==> src/rtl/au_pkg.sv <==
// Shared definitions for the 4-bit Arithmetic Unit.
//   div_state_t : sequential divider control states (IDLE / RUN / DONE)
//   AU_WIDTH    : datapath width of the AU operands and results
//   OP_*        : operation decoder opcodes; OP_DIV selects the divider slot
package au_pkg;

  localparam int AU_WIDTH = 4;

  localparam logic [1:0] OP_ADD = 2'b00;
  localparam logic [1:0] OP_SUB = 2'b01;
  localparam logic [1:0] OP_MUL = 2'b10;
  localparam logic [1:0] OP_DIV = 2'b11;

  typedef enum logic [1:0] {
    ST_IDLE = 2'b00,
    ST_RUN  = 2'b01,
    ST_DONE = 2'b10
  } div_state_t;

endpackage

==> src/rtl/au_div_step.sv <==
// One combinational restoring-division iteration.
// Ports:
//   r       in  WIDTH  current partial remainder (always < divisor for divisor != 0)
//   dbit    in  1      next dividend bit, shifted in at the LSB
//   divisor in  WIDTH  unsigned divisor
//   r_next  out WIDTH  partial remainder after this step (restored on borrow)
//   qbit    out 1      quotient bit produced by this step
module au_div_step #(
  parameter int WIDTH = 4
) (
  input  logic [WIDTH-1:0] r,
  input  logic             dbit,
  input  logic [WIDTH-1:0] divisor,
  output logic [WIDTH-1:0] r_next,
  output logic             qbit
);

  logic [WIDTH:0]   shifted;
  logic [WIDTH:0]   sub_b;
  logic [WIDTH-1:0] diff;
  logic             carry;

  function automatic logic fa_sum(input logic a, input logic b, input logic ci);
    return a ^ b ^ ci;
  endfunction

  function automatic logic fa_carry(input logic a, input logic b, input logic ci);
    return (a & b) | (ci & (a ^ b));
  endfunction

  function automatic logic [WIDTH-1:0] mux2(input logic sel,
                                             input logic [WIDTH-1:0] a0,
                                             input logic [WIDTH-1:0] a1);
    return sel ? a1 : a0;
  endfunction

  // Subtraction as shifted + ~{0,divisor} + 1 through a full-adder ripple;
  // the final carry-out doubles as the "no borrow" quotient bit. Only the
  // carry of the top stage matters, its sum bit is discarded by the restore.
  always_comb begin
    shifted = {r, dbit};
    sub_b   = ~{1'b0, divisor};
    carry   = 1'b1;
    diff    = '0;
    for (int i = 0; i < WIDTH; i++) begin
      diff[i] = fa_sum(shifted[i], sub_b[i], carry);
      carry   = fa_carry(shifted[i], sub_b[i], carry);
    end
    qbit   = fa_carry(shifted[WIDTH], sub_b[WIDTH], carry);
    r_next = mux2(qbit, shifted[WIDTH-1:0], diff);
  end

endmodule

==> src/rtl/au_seq_divider.sv <==
// Multi-cycle unsigned restoring divider for the AU divide slot (OP_DIV).
// One quotient bit per clock, MSB first; results are held until the next
// accepted start.
// Optional build macro: AU_DIV_ZERO_FAST_EN -- a zero divisor skips RUN and
// goes straight to DONE with the same result values.
// Ports:
//   clk         in   rising-edge clock
//   rst_n       in   asynchronous active-low reset
//   start       in   request, accepted only while ready=1
//   dividend    in   WIDTH unsigned dividend, sampled on the accepting edge
//   divisor     in   WIDTH unsigned divisor, sampled on the accepting edge
//   ready       out  high in IDLE and DONE
//   busy        out  high in RUN
//   done        out  one-cycle pulse while in DONE
//   quotient    out  WIDTH registered quotient
//   remainder   out  WIDTH registered remainder
//   div_by_zero out  registered, set when the latched divisor is zero
module au_seq_divider
  import au_pkg::*;
#(
  parameter int WIDTH = AU_WIDTH
) (
  input  logic             clk,
  input  logic             rst_n,
  input  logic             start,
  input  logic [WIDTH-1:0] dividend,
  input  logic [WIDTH-1:0] divisor,
  output logic             ready,
  output logic             busy,
  output logic             done,
  output logic [WIDTH-1:0] quotient,
  output logic [WIDTH-1:0] remainder,
  output logic             div_by_zero
);

  localparam int CNT_W = (WIDTH > 1) ? $clog2(WIDTH) : 1;

`ifdef AU_DIV_ZERO_FAST_EN
  localparam logic FAST_DZ = 1'b1;
`else
  localparam logic FAST_DZ = 1'b0;
`endif

  div_state_t       state, state_next;
  logic [CNT_W-1:0] count;
  logic [WIDTH-1:0] dvd_sh;
  logic [WIDTH-1:0] dvs;
  logic [WIDTH-1:0] r_acc;
  logic [WIDTH-2:0] q_acc;
  logic [WIDTH-1:0] r_next;
  logic [WIDTH-1:0] q_next;
  logic             qbit;
  logic             accept;
  logic             dz_fast;
  logic             last_step;

  assign accept    = start && (state != ST_RUN);
  assign dz_fast   = FAST_DZ && (divisor == '0);
  assign last_step = (state == ST_RUN) && (count == '0);
  assign q_next    = {q_acc, qbit};

  au_div_step #(.WIDTH(WIDTH)) u_step (
    .r       (r_acc),
    .dbit    (dvd_sh[WIDTH-1]),
    .divisor (dvs),
    .r_next  (r_next),
    .qbit    (qbit)
  );

  always_ff @(posedge clk or negedge rst_n) begin
    if (!rst_n) state <= ST_IDLE;
    else        state <= state_next;
  end

  always_comb begin
    state_next = state;
    ready      = 1'b0;
    busy       = 1'b0;
    done       = 1'b0;
    case (state)
      ST_IDLE: begin
        ready = 1'b1;
        if (start) state_next = dz_fast ? ST_DONE : ST_RUN;
      end
      ST_RUN: begin
        busy = 1'b1;
        if (count == '0) state_next = ST_DONE;
      end
      ST_DONE: begin
        ready = 1'b1;
        done  = 1'b1;
        if (start) state_next = dz_fast ? ST_DONE : ST_RUN;
        else       state_next = ST_IDLE;
      end
      default: state_next = ST_IDLE;
    endcase
  end

  always_ff @(posedge clk or negedge rst_n) begin
    if (!rst_n) begin
      count       <= '0;
      dvd_sh      <= '0;
      dvs         <= '0;
      r_acc       <= '0;
      q_acc       <= '0;
      quotient    <= '0;
      remainder   <= '0;
      div_by_zero <= 1'b0;
    end else if (accept) begin
      dvd_sh      <= dividend;
      dvs         <= divisor;
      r_acc       <= '0;
      q_acc       <= '0;
      count       <= CNT_W'(WIDTH - 1);
      div_by_zero <= (divisor == '0);
      // Fast path produces the same values the full iteration would.
      if (dz_fast) begin
        quotient  <= '1;
        remainder <= dividend;
      end
    end else if (state == ST_RUN) begin
      dvd_sh <= {dvd_sh[WIDTH-2:0], 1'b0};
      r_acc  <= r_next;
      q_acc  <= q_next[WIDTH-2:0];
      if (last_step) begin
        quotient  <= q_next;
        remainder <= r_next;
      end else begin
        count <= count - 1'b1;
      end
    end
  end

endmodule

==> config.mk <==
export PLATFORM = sky130hd
export DESIGN_NAME = au_seq_divider
export DESIGN_NICKNAME = d
export VERILOG_FILES = /design/src/rtl/au_pkg.sv /design/src/rtl/au_div_step.sv /design/src/rtl/au_seq_divider.sv
export SDC_FILE = /design/constraint.sdc
export NUM_CORES = 1
export LEC_CHECK = 0
export ABC_CLOCK_PERIOD_IN_PS = 3100
export CORE_ASPECT_RATIO = 0.7
export CORE_MARGIN = 4
export CORE_UTILIZATION = 30
export CTS_CLUSTER_DIAMETER = 40
export DETAILED_ROUTE_END_ITERATION = 10
export GPL_TIMING_DRIVEN = 0
export PLACE_DENSITY_LB_ADDON = 0.05
export SLEW_MARGIN = 10
export SYNTH_ARGS = -nofsm -noshare
export SYNTH_HDL_FRONTEND = slang
export SYNTH_SLANG_ARGS = --single-unit
==> constraint.sdc <==
create_clock -name clk -period 3.1 [get_ports clk]
set_input_delay 0.93 -clock clk [delete_from_list [all_inputs] [get_ports clk]]
set_output_delay 0.93 -clock clk [all_outputs]
set_load 0.005 [all_outputs]
== After elaboration in Yosys (flattened, before gate mapping) ==
Index checks and enable logic that the tools add are counted.

* Register bits: 28
* Output and inout port bits: 12
* Word-level logic and storage cells: 68
* Bits of input ports: 11

* Bitwise logic cells: 25
* Equality and inequality tests: 6
* Multiplexer cells: 17
* Add/subtract/negate cells: 1
* Reduce and logical (&&, ||, !) cells: 10

{| class="wikitable"
|+ Operators by type and width
! operator !! count
|-
| 4-bit 2-to-1 mux || 5
|-
| 2-bit 2-to-1 mux || 5
|-
| 1-bit bitwise AND || 9
|-
| 1-bit bitwise XOR || 8
|-
| 3-bit 2-to-1 mux || 2
|-
| 2-bit inequality test (second input constant) || 3
|-
| 2-bit one-hot mux with 3 select lines || 1
|-
| 4-bit inverter with 5-bit output || 1
|-
| 1-bit bitwise OR || 5
|-
| 2-bit zero test || 2
|-
| 4-bit zero test || 1
|-
| 1-bit 2-to-1 mux || 4
|-
| 2-bit AND reduction || 2
|-
| 3-bit AND reduction || 1
|-
| 2-bit by 1-bit == test with 1-bit output (second input constant) || 1
|-
| 2-bit == test (second input constant) || 1
|-
| 1-bit logical AND || 2
|-
| 2-bit by 1-bit inequality test with 1-bit output (second input constant) || 1
|-
| 1-bit inverter || 2
|-
| 2-bit nonzero test || 1
|-
| 2-bit OR reduction || 1
|-
| 2-bit by 1-bit subtractor with 2-bit output (second input constant) || 1
|}

== Logic depth before layout (Yosys ltp) ==
* Depth in word-level cells: 14
* Mapped depth: 11
* Mapped depth without buffers: 10

== Modules after synthesis ==
A second synthesis with hierarchy kept.

* Cells, all modules: 114
* Area, all modules: 1320.0 µm²

{| class="wikitable"
|+ Modules (own cells, without submodules)
! module !! sequential area each (µm²) !! area an instance (µm²) !! instances !! cells an instance
|-
| au_seq_divider || 700.7 || 1168.6 || 1 || 95
|-
| au_div_step || 0.0 || 151.4 || 1 || 19
|}

== Least setup slack after synthesis ==
No wires, ideal clock.

* Path type: flip-flop to flip-flop
* Start: register dvs[0]
* End: register remainder[0]
* Library setup time: 76 ps
* Clock period less this slack: 2263 ps
* Buffers on the path: 1
* Path slack: 837 ps
* Stages on the path, launching flop included: 11
* Arrival time: 2187 ps
* Data required time: 3024 ps
* Cell sequence: dfrtp_1 > ha_1 > fa_1 > inv_1 > fa_1 > inv_1 > fa_1 > nor2b_4 > buf_6 > mux2_4 > o21ai_1

* Longest elaborated chain between the ends: 12
* Elaborated cells between the ends (all ways): 14
* Classes of those cells: mux: 1; bitwise: 13

{| class="wikitable"
|+ RTL lines
! what !! RTL line !! RTL
|-
| from (decl) || au_seq_divider.sv:47 || <nowiki>logic [WIDTH-1:0] dvs;</nowiki>
|-
| from (signal assigned) || au_seq_divider.sv:111 || <nowiki>dvs <= divisor;</nowiki>
|-
| 4-bit inverter with 5-bit output (*) || au_div_step.sv:42 || <nowiki>sub_b = ~{1'b0, divisor};</nowiki>
|-
| 1-bit bitwise AND / 1-bit bitwise XOR (equally long branches) || au_div_step.sv:28, au_div_step.sv:24 ||
|-
| 1-bit bitwise OR || au_div_step.sv:28 || <nowiki>return (a & b) | (ci & (a ^ b));</nowiki>
|-
| 1-bit bitwise AND || au_div_step.sv:28 ||
|-
| 1-bit bitwise OR || au_div_step.sv:28 ||
|-
| 1-bit bitwise AND || au_div_step.sv:28 ||
|-
| 1-bit bitwise OR || au_div_step.sv:28 ||
|-
| 1-bit bitwise AND || au_div_step.sv:28 ||
|-
| 1-bit bitwise OR || au_div_step.sv:28 ||
|-
| 1-bit bitwise AND || au_div_step.sv:28 ||
|-
| 1-bit bitwise OR || au_div_step.sv:28 ||
|-
| 4-bit 2-to-1 mux (*) || au_div_step.sv:34 || <nowiki>return sel ? a1 : a0;</nowiki>
|-
| to (signal assigned) || au_seq_divider.sv:119 || <nowiki>remainder <= dividend;</nowiki>
|-
| to (signal assigned) || au_seq_divider.sv:127 || <nowiki>remainder <= r_next;</nowiki>
|-
| to (decl) || au_seq_divider.sv:32 || <nowiki>output logic [WIDTH-1:0] remainder,</nowiki>
|}

Mark *: on every way between the ends. The rest lies on a longest branch, timed or not.
A chain may end at the register's enable or synchronous reset.

== Worst setup path in the final report ==
* Start: register state[1]
* End: output busy

* Longest elaborated chain between the ends: 2

{| class="wikitable"
|+ RTL lines
! what !! RTL line !! RTL
|-
| from (decl) || au_seq_divider.sv:44 || <nowiki>div_state_t state, state_next;</nowiki>
|-
| from (signal assigned) || au_seq_divider.sv:72 || <nowiki>else state <= state_next;</nowiki>
|-
| 2-bit by 1-bit == test with 1-bit output || au_seq_divider.sv:80 || <nowiki>case (state)</nowiki>
|-
| 1-bit 2-to-1 mux || au_seq_divider.sv:80 ||
|-
| to (decl) || au_seq_divider.sv:29 || <nowiki>output logic busy,</nowiki>
|}

Every way passes these cells.

==> impl_metrics.json <==
{
  "syn2layout_area_growth_pct": 24.7,
  "r2r_slack_ns": 0.70,
  "dp_slack_ns": 0.687,
  "initial_core_util": 0.324,
  "power_mw": 1.73,
  "drc": 0,
  "hold_class": "reg2reg",
  "rows": 19,
  "grt_pass1_wl_um": 4120,
  "yosys.area.top_type_share": 0.532,
  "end_kind": "primary output",
  "fin_cells": 189,
  "ys_top_cells_by_count": "dfrtp_1 (28), o21ai_1 (14), nand2_1 (12), inv_1 (10)",
  "vias": 858,
  "hold_viol": 0,
  "clk_pin_slew_ns": 0.09,
  "grt_max_degree": 29,
  "ios": 23,
  "setup_viol": 0,
  "leakagePower_nw": 0.766,
  "peakVddDrop_uv": 355,
  "netlist_area_um2": 1320,
  "rsz0062_at_grt": "false",
  "syn_avg_cell_area_um2": 11.8,
  "async_flop_share": 1.00,
  "port-buffer-count": 21,
  "cts_root_buffer": "clkbuf_8",
  "grt_remaining_overflow": 0,
  "fillers": 403,
  "die-area_um2": 5530,
  "yosys_warnings": 0,
  "tns_ns": 0,
  "netSwitchingPower_mw": 0.605,
  "path_max_fanout": 10,
  "cts.sinks": 28,
  "power_frac_comb": 0.503,
  "first_global_vias": 886,
  "vias_per_cell": 4.54,
  "cts_tree": "built",
  "hpwl_um": 1800,
  "fin_area_um2": 1640,
  "max_cap_violations": 0,
  "die_y_um": 63.4,
  "drtIter0Drc": 23,
  "status": "completed",
  "maxClockFrequency_mhz": 376,
  "grt.met1_usage": 0.128,
  "fin_crit_ns": 2.66,
  "clkPwrFrac": 0.129,
  "netSwitchingFraction": 0.350,
  "gr-usage-met3": 0.0352,
  "cp_slowest_cell": "clkdlybuf4s50_1",
  "placed_cell_area_um2": 1590,
  "antenna_cells": 0,
  "seq_area_frac_synth": 0.532,
  "grt_util_met2": 0.150,
  "htreeDepth": 1,
  "crit_arrival_ns": 1.73,
  "holdBufCountCts": 0,
  "intPower_mw": 1.12,
  "first_pass_iters": 5,
  "grtUsageTotal": 0.0965,
  "ant_nets": 0,
  "crit_type": "reg2out",
  "drv_slew": 0,
  "synth-edff-count": 0,
  "crit_required_ns": 2.17,
  "pwr-share-seq": 0.368,
  "synth_area_leaders": "dfrtp_1 (53%), o21ai_1 (5.3%), fa_1 (4.6%)",
  "postCtsSetupBuffers": 0,
  "syn_inst": 112,
  "path_cells": "nand2b_2 -> inv_2 -> buf_4 -> clkdlybuf4s50_1",
  "worstSkewPairLatency_ns": 0.27,
  "cts_resized": 0,
  "dp.cells": 185,
  "critPathMaxStageDelay_ns": 0.52,
  "synth_largest_area_cell": "dfrtp_1",
  "worst_slew_pin_slew_ns": 0.640,
  "pwr_density_cell_nw_per_um2": 1050,
  "die-width_um": 87.2,
  "cts_buffers": 3,
  "synthesis.nets": 128,
  "busiest_layer": "met2",
  "routed_wl_um": 2310,
  "synth.distinct_cells": 30,
  "fin_ws_ns": 0.438,
  "wl_per_cell_um": 12.2,
  "finalClockSkew_ns": 0.00468,
  "drive_above_1_share": 0.146,
  "antenna_found_initial": 0,
  "core_um2": 4070,
  "nNetsFinal": 154,
  "hold_slack_ns": 0.481,
  "timing.final.crit_share": 0.859,
  "startpoint_type": "register",
  "yosysMostFrequentCell": "dfrtp_1",
  "relSlewSlack": 0.573,
  "fin_util": 0.404,
  "synth-main-ff-cell": "dfrtp_1",
  "cts.path.max_buffers": 2,
  "place_congestion": 0.681,
  "ys_ff_latch": 28
}
layer usage:
| layer | vias up | wire (um) |
|---|---|---|
| met1 | 402 | 1160 |
| met5 | - | 0 |
| met2 | 22 | 999 |
| li1 | 432 | - |
| met3 | 2 | 138 |
| met4 | 0 | 17 |
path summary, 6_finish.rpt:
kind / from / end / cells past startpoint
worst min-delay path: count[0] / count[0] / 1
worst max-delay path: state[1] / busy / 4
worst max register to register: dvs[0] / remainder[0] / 10
max in group asynchronous: rst_n / remainder[3] / 1
worst min register to register: count[0] / count[0] / 1
min in group asynchronous: rst_n / r_acc[0] / 1
placed cells by master, fill, tap and decap left out, types with 2 or more instances in the layout:
cell             count
nand3_1              6
dfrtp_1             28
mux2i_1              6
ha_1                 2
buf_6                2
clkbuf_8             4
mux2_4               4
mux2_1               5
nand2_1             12
inv_1               10
clkdlybuf4s50_1     20
fa_1                 3
buf_2                3
o21ai_1             14
layout make-up:
type | count | area (um2) | area share
Timing Repair Buffer | 21 | 205 | 0.125
Sequential cell | 28 | 701 | 0.427
Clock buffer | 4 | 55.1 | 0.0335
Multi-Input combinational cell | 67 | 531 | 0.323
Inverter | 12 | 45.0 | 0.0274
Tap cell | 52 | 65.1 | 0.0396
Buffer | 5 | 40.0 | 0.0244
power by group through the flow:
| stage | registers (mW) | clock network (mW) | logic (mW) |
|---|---|---|---|
| 3_5_place_dp | 0.650 | 0 | 0.892 |
| 6_report | 0.637 | 0.223 | 0.870 |
| 4_1_cts | 0.642 | 0.236 | 0.894 |
| 5_1_grt | 0.666 | 0.250 | 0.989 |
| 3_3_place_gp | 0.644 | 0 | 0.880 |
| 2_1_floorplan | 0.630 | 0 | 0.612 |
registers in the layout (all words and copies together), names as in the netlist:
name,count
count,2
div_by_zero,1
dvd_sh,4
dvs,4
q_acc,3
quotient,4
r_acc,4
remainder,4
state,2
critical path, delay by kind of cell (launching register included):
| kind | cells | cell delay, ns |
|---|---|---|
| buffers and inverters | 3 | 0.80 |
| DFF | 1 | 0.41 |
| and+or+nand+nor | 1 | 0.25 |
kinds of logic after synthesis:
kind of cell    Yosys count  synth area share
flops                    28             0.532
simple gates             26             0.107
compound gates           20            0.0884
buf+inv                  17            0.0646
mux                      16             0.143
fa+ha+maj                 5            0.0646
No activity file was read; power rests on OpenSTA's default activity.
